--- src/rtl/ysyx_040066_pkg.sv ---
// Shared definitions for the MEM stage of the RV64 core.
//   XLEN            : datapath width
//   MEMOP_*         : MemOp[1:0] access-size encodings (MemOp[2]=1 means unsigned)
//   mem_state_e     : MEM-stage bus FSM states
//   load_extend()   : lane select plus sign/zero extension of a 64-bit read word
package ysyx_040066_pkg;

    localparam int XLEN = 64;

    localparam logic [1:0] MEMOP_B = 2'b00;
    localparam logic [1:0] MEMOP_H = 2'b01;
    localparam logic [1:0] MEMOP_W = 2'b10;
    localparam logic [1:0] MEMOP_D = 2'b11;

    typedef enum logic [1:0] {
        ST_IDLE = 2'd0,
        ST_REQ  = 2'd1,
        ST_WAIT = 2'd2,
        ST_DONE = 2'd3
    } mem_state_e;

    function automatic logic [XLEN-1:0] load_extend(
        input logic [2:0]      mem_op,
        input logic [2:0]      addr_low,
        input logic [XLEN-1:0] word
    );
        logic [XLEN-1:0] sh;
        logic [XLEN-1:0] res;
        sh  = word >> {addr_low, 3'b000};
        res = sh;
        case (mem_op[1:0])
            MEMOP_B: res = mem_op[2] ? {56'b0, sh[7:0]}  : {{56{sh[7]}},  sh[7:0]};
            MEMOP_H: res = mem_op[2] ? {48'b0, sh[15:0]} : {{48{sh[15]}}, sh[15:0]};
            MEMOP_W: res = mem_op[2] ? {32'b0, sh[31:0]} : {{32{sh[31]}}, sh[31:0]};
            default: res = sh;
        endcase
        return res;
    endfunction

endpackage

--- src/rtl/ysyx_040066_store_align.sv ---
// Store lane alignment for one 64-bit bus word (purely combinational).
//   size       : access size (MEMOP_B/H/W/D)
//   addr       : byte offset inside the aligned doubleword
//   wdata      : store source, right-aligned
//   wmask      : byte enables for the bus
//   wdata_sh   : store data shifted into its byte lanes
//   misaligned : access does not sit on its natural boundary
module ysyx_040066_store_align
    import ysyx_040066_pkg::*;
(
    input  logic [1:0]      size,
    input  logic [2:0]      addr,
    input  logic [XLEN-1:0] wdata,
    output logic [7:0]      wmask,
    output logic [XLEN-1:0] wdata_sh,
    output logic            misaligned
);

    always_comb begin
        wmask      = 8'h00;
        misaligned = 1'b0;
        case (size)
            MEMOP_B: wmask = 8'h01 << addr;
            MEMOP_H: begin
                wmask      = 8'h03 << addr;
                misaligned = addr[0];
            end
            MEMOP_W: begin
                wmask      = 8'h0F << addr;
                misaligned = |addr[1:0];
            end
            default: begin
                wmask      = 8'hFF;
                misaligned = |addr;
            end
        endcase
    end

    assign wdata_sh = wdata << {addr, 3'b000};

endmodule

--- src/rtl/ysyx_040066_mem_stage.sv ---
// MEM pipeline stage: EX->MEM register, data-memory bus master, MEM->WB register.
// One aligned 64-bit request is issued per memory instruction and the pipeline
// is stalled (block) until the response arrives or the response timer expires.
// WB receives the raw read word and does byte selection / extension itself.
//
// Ports:
//   clk, rst                 clock, synchronous active-high reset
//   ext_stall                stall request from other stages
//   *_in                     EX-stage control and data (data_in is the address)
//   req_*                    bus request channel (valid/ready handshake)
//   resp_*                   bus response channel
//   block                    global stall, also consumed by WB
//   *_out, data_Rd,
//   data_error               MEM->WB register contents
//   fwd_valid/rd/data        EX bypass of the MEM result (only with MEM_FWD_EN)
//
// Optional feature macro: MEM_FWD_EN adds the fwd_* bypass outputs.
//
// FSM states:
//   state   | meaning
//   IDLE    | no outstanding bus access; stage loads on ~block
//   REQ     | request presented, waiting for req_ready
//   WAIT    | request accepted, waiting for resp_valid or timeout
//   DONE    | access finished; behaves as IDLE until the next load edge
module ysyx_040066_mem_stage
    import ysyx_040066_pkg::*;
#(
    parameter int RESP_TIMEOUT = 255
) (
    input  logic            clk,
    input  logic            rst,
    input  logic            ext_stall,
    input  logic            valid_in,
    input  logic            wen_in,
    input  logic            MemRd_in,
    input  logic            MemWr_in,
    input  logic            done_in,
    input  logic            error_in,
    input  logic [4:0]      rd_in,
    input  logic [XLEN-1:0] data_in,
    input  logic [XLEN-1:0] wdata_in,
    input  logic [XLEN-1:0] nxtpc_in,
    input  logic [2:0]      MemOp_in,
    output logic            req_valid,
    input  logic            req_ready,
    output logic            req_wr,
    output logic [XLEN-1:0] req_addr,
    output logic [XLEN-1:0] req_wdata,
    output logic [7:0]      req_wmask,
    input  logic            resp_valid,
    input  logic [XLEN-1:0] resp_rdata,
    input  logic            resp_error,
    output logic            block,
    output logic            wen_out,
    output logic            MemRd_out,
    output logic            MemWr_out,
    output logic            done_out,
    output logic            valid_out,
    output logic            error_out,
    output logic [4:0]      rd_out,
    output logic [XLEN-1:0] data_out,
    output logic [XLEN-1:0] nxtpc_out,
    output logic [2:0]      MemOp_out,
    output logic [2:0]      addr_lowbit_out,
    output logic [XLEN-1:0] data_Rd,
`ifdef MEM_FWD_EN
    output logic            fwd_valid,
    output logic [4:0]      fwd_rd,
    output logic [XLEN-1:0] fwd_data,
`endif
    output logic            data_error
);

    localparam int            TW       = (RESP_TIMEOUT > 1) ? $clog2(RESP_TIMEOUT) : 1;
    localparam logic [TW-1:0] TMO_LOAD = (RESP_TIMEOUT > 0) ? TW'(RESP_TIMEOUT - 1) : '0;

    mem_state_e state, state_nxt;

    logic            valid_q, wen_q, memrd_q, memwr_q, done_q, error_q;
    logic [4:0]      rd_q;
    logic [XLEN-1:0] data_q, nxtpc_q, wdata_sh_q, rdata_q;
    logic [2:0]      memop_q;
    logic [7:0]      wmask_q;
    logic            mis_q, err_q, timeout_q;
    logic [TW-1:0]   tmo_cnt;

    logic [7:0]      wmask_in;
    logic [XLEN-1:0] wdata_sh_in;
    logic            mis_in;
    logic            mem_in, mem_go, load_en, tmo_hit;

    // Lanes are computed from the EX inputs and registered with the instruction,
    // so the request fields are stable for the whole handshake.
    ysyx_040066_store_align u_store_align (
        .size       (MemOp_in[1:0]),
        .addr       (data_in[2:0]),
        .wdata      (wdata_in),
        .wmask      (wmask_in),
        .wdata_sh   (wdata_sh_in),
        .misaligned (mis_in)
    );

    assign mem_in  = valid_in & (MemRd_in | MemWr_in);
    assign mem_go  = mem_in & ~mis_in;
    assign block   = (state == ST_REQ) | (state == ST_WAIT) | ext_stall;
    assign load_en = ~block;
    assign tmo_hit = (RESP_TIMEOUT != 0) && (tmo_cnt == '0);

    assign req_wr    = memwr_q;
    assign req_addr  = {data_q[XLEN-1:3], 3'b000};
    assign req_wdata = wdata_sh_q;
    assign req_wmask = wmask_q;

    always_ff @(posedge clk) begin
        if (rst) state <= ST_IDLE;
        else     state <= state_nxt;
    end

    // ext_stall does not hold REQ/WAIT: the bus access completes and parks in DONE.
    always_comb begin
        state_nxt = state;
        req_valid = 1'b0;
        case (state)
            ST_REQ: begin
                req_valid = 1'b1;
                if (req_ready) state_nxt = ST_WAIT;
            end
            ST_WAIT: begin
                if (resp_valid || tmo_hit) state_nxt = ST_DONE;
            end
            default: begin
                if (!ext_stall) state_nxt = mem_go ? ST_REQ : ST_IDLE;
            end
        endcase
    end

    always_ff @(posedge clk) begin
        if (rst) begin
            valid_q         <= 1'b0;
            wen_q           <= 1'b0;
            memrd_q         <= 1'b0;
            memwr_q         <= 1'b0;
            done_q          <= 1'b0;
            error_q         <= 1'b0;
            rd_q            <= '0;
            data_q          <= '0;
            nxtpc_q         <= '0;
            memop_q         <= '0;
            wmask_q         <= '0;
            wdata_sh_q      <= '0;
            mis_q           <= 1'b0;
            rdata_q         <= '0;
            err_q           <= 1'b0;
            timeout_q       <= 1'b0;
            tmo_cnt         <= '0;
            valid_out       <= 1'b0;
            wen_out         <= 1'b0;
            MemRd_out       <= 1'b0;
            MemWr_out       <= 1'b0;
            done_out        <= 1'b0;
            error_out       <= 1'b0;
            rd_out          <= '0;
            data_out        <= '0;
            nxtpc_out       <= '0;
            MemOp_out       <= '0;
            addr_lowbit_out <= '0;
            data_Rd         <= '0;
            data_error      <= 1'b0;
        end else begin
            if (load_en) begin
                // MEM -> WB takes the instruction that just finished here
                valid_out       <= valid_q;
                wen_out         <= wen_q;
                MemRd_out       <= memrd_q;
                MemWr_out       <= memwr_q;
                done_out        <= done_q;
                error_out       <= error_q;
                rd_out          <= rd_q;
                data_out        <= data_q;
                nxtpc_out       <= nxtpc_q;
                MemOp_out       <= memop_q;
                addr_lowbit_out <= data_q[2:0];
                data_Rd         <= rdata_q;
                data_error      <= valid_q & (memrd_q | memwr_q) & (err_q | mis_q | timeout_q);

                // EX -> MEM takes the next instruction; bus status starts clean
                valid_q    <= valid_in;
                wen_q      <= wen_in;
                memrd_q    <= MemRd_in;
                memwr_q    <= MemWr_in;
                done_q     <= done_in;
                error_q    <= error_in;
                rd_q       <= rd_in;
                data_q     <= data_in;
                nxtpc_q    <= nxtpc_in;
                memop_q    <= MemOp_in;
                wmask_q    <= wmask_in;
                wdata_sh_q <= wdata_sh_in;
                mis_q      <= mem_in & mis_in;
                rdata_q    <= '0;
                err_q      <= 1'b0;
                timeout_q  <= 1'b0;
            end

            if (state == ST_REQ && req_ready) tmo_cnt <= TMO_LOAD;

            if (state == ST_WAIT) begin
                if (resp_valid) begin
                    rdata_q <= resp_rdata;
                    err_q   <= resp_error;
                end else if (tmo_hit) begin
                    timeout_q <= 1'b1;
                end else begin
                    tmo_cnt <= tmo_cnt - 1'b1;
                end
            end
        end
    end

`ifdef MEM_FWD_EN
    // Loads may only be bypassed once their data is in hand.
    always_comb begin
        fwd_rd    = rd_q;
        fwd_data  = data_q;
        fwd_valid = valid_q & wen_q;
        if (memrd_q) begin
            fwd_data  = load_extend(memop_q, data_q[2:0], rdata_q);
            fwd_valid = valid_q & wen_q & (state == ST_DONE) & ~(err_q | timeout_q);
        end
    end
`endif

endmodule
--- config.mk ---
export PLATFORM = sky130hd
export DESIGN_NAME = ysyx_040066_mem_stage
export DESIGN_NICKNAME = d
export VERILOG_FILES = /design/src/rtl/ysyx_040066_pkg.sv /design/src/rtl/ysyx_040066_store_align.sv /design/src/rtl/ysyx_040066_mem_stage.sv
export SDC_FILE = /design/constraint.sdc
export NUM_CORES = 1
export LEC_CHECK = 0
export BUFFER_PORTS_ARGS = -buffer_cell sky130_fd_sc_hd__clkbuf_2
export CELL_PAD_IN_SITES_DETAIL_PLACEMENT = 2
export CELL_PAD_IN_SITES_GLOBAL_PLACEMENT = 2
export CORE_MARGIN = 4
export CORE_UTILIZATION = 26
export CTS_CLUSTER_DIAMETER = 100
export DETAILED_ROUTE_END_ITERATION = 10
export HOLD_SLACK_MARGIN = 0.02
export PLACE_DENSITY = 0.85
export SYNTH_ARGS = -nofsm -noshare
export SYNTH_HDL_FRONTEND = slang
export SYNTH_SLANG_ARGS = --single-unit
--- constraint.sdc ---
create_clock -name clk -period 1.95 [get_ports clk]
set_input_delay 0.195 -clock clk [delete_from_list [all_inputs] [get_ports clk]]
set_output_delay 0.195 -clock clk [all_outputs]
set_load 0.01 [all_outputs]
---- Yosys cells after proc, flatten, opt, wreduce, memory -nomap -nowiden ----
Cells that the tools add are included.
word-level totals
  output and inout port bits .............. 349
  input port bits ......................... 276
  flip-flop bits (word level) ............. 501
  word-level logic and storage cells ...... 84
operators by class
  equality and inequality tests ........... 7
  bitwise logic cells ..................... 12
  add/subtract/negate cells ............... 1
  shift-type cells ........................ 4
  reduce and logical (&&, ||, !) cells .... 7
  multiplexer cells ....................... 22
operators with widths
  kind                                                  number
  2-to-1 mux 64 bit                                     3
  left shift 64 x 6 -> 64 bit                           1
  2-to-1 mux 8 bit                                      4
  case mux 8 bit (3 select lines)                       1
  2-to-1 mux 1 bit                                      9
  logical NOT 8 bit                                     1
  left shift 1 x 3 -> 8 bit (first input constant)      1
  left shift 2 x 3 -> 8 bit (first input constant)      1
  left shift 4 x 3 -> 8 bit (first input constant)      1
  subtractor 8 x 1 -> 8 bit (second input constant)     1
  2-to-1 mux 2 bit                                      3
  OR 1 bit                                              6
  bitwise AND 1 bit                                     5
  equality test 2 x 1 -> 1 bit (second input constant)  2
  equality test 2 bit (second input constant)           2
  case mux 2 bit (2 select lines)                       1
  != test 3 x 1 -> 1 bit (second input constant)        1
  case mux 1 bit (3 select lines)                       1
  AND reduction 3 bit                                   1
  OR reduction 3 bit                                    1
  logical NOT 2 bit                                     1
  != test 2 x 1 -> 1 bit (second input constant)        1
  != test 2 bit (second input constant)                 1
  OR reduction 2 bit                                    1
  3 further kinds                                       3

---- Longest topological paths before layout ----
  word-level depth ........................ 7
  depth in mapped cells ................... 10
  depth with buffers taken out ............ 7

---- Cells and area by module ----
Synthesis repeated with hierarchy kept, for this count alone.
second synthesis, totals
  cell total of the unflattened synthesis .. 2458
  area total of the unflattened synthesis .. 19558.8 sq um
modules (own cells, without submodules)
  module                   area an instance (sq um)  cells each  sequential area each (sq um)  instances
  ysyx_040066_mem_stage    17631.9                   2197        9969.6                        1
  ysyx_040066_store_align  1926.8                    261         0.0                           1

---- Least setup slack after synthesis ----
No wires, ideal clock.
  path kind ............................... register to register
  start ................................... reg state[0]
  end ..................................... reg data_Rd[0]
  clock period less this slack ............ 1.948 ns
  data arrival time ....................... 1.877 ns
  setup time .............................. 0.070 ns
  required time ........................... 1.880 ns
  slack ................................... 0.002 ns
  buffers on the path ..................... 4
  cell stages (with the launch flop) ...... 11
  cell sequence ........................... dfxtp_1 inv_1 ha_1 nor2b_1 buf_2 inv_2 buf_2 buf_2 buf_1 nand2_1 a21oi_1
between the ends
  cells in the longest elaborated chain, start to end .. 3
  elaborated cells on any way between the ends .. 4
  those cells by class .................... eq/ne (2); bitwise (2)
RTL lines
  what                                                                 RTL line                      RTL
  from (decl)                                                          ysyx_040066_mem_stage.sv:77   mem_state_e state, state_nxt;
  from (signal assigned)                                               ysyx_040066_mem_stage.sv:116  else state <= state_nxt;
  equality test 2 x 1 -> 1 bit or equality test 2 bit (tied branches)  ysyx_040066_mem_stage.sv:105  assign block = (state == ST_REQ) | (state == ST_WAIT) | ext_stall;
  OR 1 bit (*) (2 in series)                                           ysyx_040066_mem_stage.sv:105
  to (signal assigned)                                                 ysyx_040066_mem_stage.sv:183  data_Rd <= rdata_q;
  to (decl)                                                            ysyx_040066_mem_stage.sv:65   output logic [XLEN-1:0] data_Rd,
Every way passes the cells marked *; elsewhere a longest branch is shown, timed or not.
A chain may end at the register's enable or synchronous reset.

---- Worst setup path after layout ----
  start ................................... reg state[0]
  end ..................................... out block
between the ends
  cells in the longest elaborated chain, start to end .. 3
  elaborated cells on any way between the ends .. 4
  those cells by class .................... eq/ne (2); bitwise (2)
RTL lines
  what                                                                 RTL line                      RTL
  equality test 2 x 1 -> 1 bit or equality test 2 bit (tied branches)  ysyx_040066_mem_stage.sv:105
  OR 1 bit (*) (2 in series)                                           ysyx_040066_mem_stage.sv:105
  to (decl)                                                            ysyx_040066_mem_stage.sv:53   output logic block,
Marks and branches as above.

==> out/qor.yml <==
synthMuxAreaShare_pct: 5.33
timing.final.crit_share_pct: 107
hold_class: "primary input to flip-flop"
rsz0062_at_grt: "true"
hpwl_mm: 57.7
dieHeight_um: 281
root_buffer: "clkbuf_16"
place_area_sq_um: 23500
outcome: "complete, but fails checks"
core_area_sq_um: 73500
p_per_area_nw_per_um2: 1320
place.gp.congestion: 0.793
power_leakage_nw: 11.9
synth_edf_count: 0
wire_per_inst_um: 25.9
violations: "setup timing"
synth-compound-area-share_pct: 17.8
cts_buffer_depth: 3
ys_seq_elements: 498
fp.dieW_um: 281
route.vias.total: 21100
finalMaxSlewViolations: 0
max_cap_violations: 0
cp_max_fo: 3
initial_core_util_pct: 26.4
dr.first_iter.drc_count: 1198
grt_pass1_wl_mm: 152
crit_type: "flip-flop to primary output"
final_area_sq_um: 28500
setup_viol: 108
drcViolationCount: 0
synthAdderAreaFrac_pct: 0.517
ys.flop_type: "dfxtp_1"
avgSynthCellArea_sq_um: 8.25
antenna_found_initial: 14
synthSimpleGateAreaFrac_pct: 18.2
insertion_delay_ns: 0.61
seq_area_frac_synth_pct: 51.5
worstHoldStart: "rst"
worst_slack_ns: -0.128
min_period_ns: 2.08
row_count: 99
fin_tns_setup_ns: -4.14
grt_pass1_vias: 23800
synthCells: 2346
drtAntennaViolNets: 0
timing.rr.start: "state[0]$_SDFFE_PP0P_"
async_flop_share_pct: 0
clk_pin_slew_ns: 0.06
post-place-ws_ns: -0.212
seqCellArea_sq_um: 9970
drtPass1Iterations: 5
port-buffer-count: 621
fmax_mhz: 481
grt-ovfl-total: 0
routed_wl_mm: 107
worst_slew_pin_slew_ns: 0.816
rrSetupSlack_ns: -0.13
end_kind: "primary output"
slew-limit-headroom_pct: 45.5
cts_tree: "built"
nFillCells: 8056
synth_top_family_by_area: "simple AND/OR/NAND/NOR gates"
yosys_warnings: 0
multi_input_area_sq_um: 8350
critPathRequiredTime_ns: 1.75
hold_slack_ns: 0.0679
nNetsFinal: 3399
dieArea_sq_um: 78900
htree_levels: 2
skew_ns: 0.0232
synth.cell_area_sq_um: 19400
worstPathArrival_ns: 1.88
via_per_inst: 5.11
cts_sinks: 498
ff2ff_path_depth: 10
min_to: "rdata_q[7]$_SDFF_PP0_"
grt_max_degree: 97
yosysUniqueCellTypes: 54
vdd_ir_drop_max_mv: 0.709
layout-drive-gt1-share_pct: 29.2
r2r_end: "data_out[17]$_SDFFE_PP0P_"
numCtsBuffers: 56
grtUsageTotal_pct: 24.8
areaGrowthSynthToFinish_pct: 47.2
setup.worst_path.start_class: "flip-flop"
io_pins: 625
yosys.area_share.xor_xnor_pct: 0
hold_path_depth: 3
finalHoldViolations: 0
-- layout by cell type (no fill, tap or decap), types with 4 or more instances in the layout --
master / count
a21oi_1: 357
a21oi_2: 19
a221oi_1: 5
a22o_1: 4
a22oi_1: 87
a22oi_2: 15
and3_1: 4
buf_12: 26
buf_16: 12
buf_4: 62
buf_6: 13
buf_8: 4
bufbuf_16: 4
clkbuf_1: 10
clkbuf_16: 66
clkbuf_2: 617
clkbuf_8: 13
clkinv_2: 15
dfxtp_1: 497
diode_2: 15
dlygate4sd3_1: 213
ha_1: 7
inv_1: 9
mux2_2: 12
mux2i_1: 57
mux4_2: 14
nand2_1: 707
nand2b_1: 4
nand3_1: 6
nor2_1: 135
nor2b_1: 14
nor3_1: 7
o21ai_0: 32
o21ai_1: 9
o22a_1: 5
o22ai_1: 18
o2bb2ai_1: 14
-- where the power goes --
group | internal, W | switching [W]
Clock | 0.00606 | 0.00477
Combinational | 0.00532 | 0.00813
Sequential | 0.0119 | 0.00138
Total | 0.0232 | 0.0143
-- final cells by class --
type	count	area share [%]
diodes	15	0.132
multi-input cells	1586	29.3
repair buffers	960	24.8
clock inverters	20	0.514
well taps	959	4.21
clock buffers	81	5.85
flip-flops and latches	498	35.0
inverters	13	0.198
-- per-stage QoR --
step                      cells  power (W)  utilization [%]
after CTS                  4093     0.0355             37.9
after floorplan            2348     0.0189                -
final                      4132     0.0375             38.8
after detailed placement   3765     0.0233             31.9
after global routing       4131     0.0392             38.8
after global placement     3765     0.0229             31.9
-- worst max-delay path: stages (launching register included) --
cell	delay (ns)
dfxtp_2	0.33
inv_2	0.05
ha_4	0.25
nor2b_4	0.23
inv_8	0.05
buf_12	0.13
buf_16	0.13
buf_6	0.11
-- what timing repair did --
| action | 4_1_cts | 5_1_grt |
|---|---|---|
| cloned | 8 | 9 |
| pin swaps | 1 | 10 |
| buffers inserted | 6 | 16 |
| endpoints found under the hold margin | 214 | 0 |
| setup endpoints to repair | 291 | 325 |
| gates resized for setup | 29 | 75 |
| hold buffers | 213 | 0 |
-- cells by family (layout without fill, tap and decap cells) --
kind of cell / count (synthesis) / after routing
adder cells (fa/ha/maj): 8 / 8
AO/OA/AOI/OAI: 591 / 591
multiplexers: 84 / 84
buffers and inverters: 264 / 1074
AND/OR/NAND/NOR: 900 / 900
other: 1 / 18
flip-flops: 498 / 498
-- per-layer routing --
layer  vias up  part of all wire, %  track usage, %
li1       9374                    -               -
met4         0                  5.8            13.4
met2       808                   52            46.0
met1     10600                   37            26.3
met5         -                    0               0
met3       321                  5.4            5.15
-- cells in the mapped netlist, drive strengths merged (15+ instances only) --
cell | instances | area share, %
dfxtp | 498 | 51
a22oi | 102 | 4.0
a21oi | 376 | 9.7
nor2b | 15 | 0.48
nor2 | 140 | 2.7
clkbuf | 149 | 3.0
o21ai | 42 | 1.1
mux2i | 57 | 2.9
o22ai | 18 | 0.58
buf | 102 | 3.4
nand2 | 708 | 14
-- sequential cells by signal, indices dropped and copies added, names as in the netlist, 8 cells and up --
register and cells:
data_Rd 64, data_out 64, data_q 64, nxtpc_out 64, nxtpc_q 64, rdata_q 64, req_wdata 64, req_wmask 8
tmo_cnt 8
-- worst max path at each step --
stage | slack, ns | endpoint | cells past startpoint | startpoint
CTS | -0.17 | block | 7 | state[0]$_SDFFE_PP0P_
floorplan | 0.002 | data_Rd[0]$_SDFFE_PP0P_ | 10 | state[0]$_SDFFE_PP0P_
global route | -0.20 | req_wdata[45]$_SDFFE_PP0P_ | 11 | state[0]$_SDFFE_PP0P_
detailed placement | -0.21 | req_wdata[15]$_SDFFE_PP0P_ | 7 | state[0]$_SDFFE_PP0P_
global placement | -0.08 | req_wdata[13]$_SDFFE_PP0P_ | 7 | state[0]$_SDFFE_PP0P_
finish | -0.13 | block | 7 | state[0]$_SDFFE_PP0P_
No activity file was read; power rests on OpenSTA's default activity.
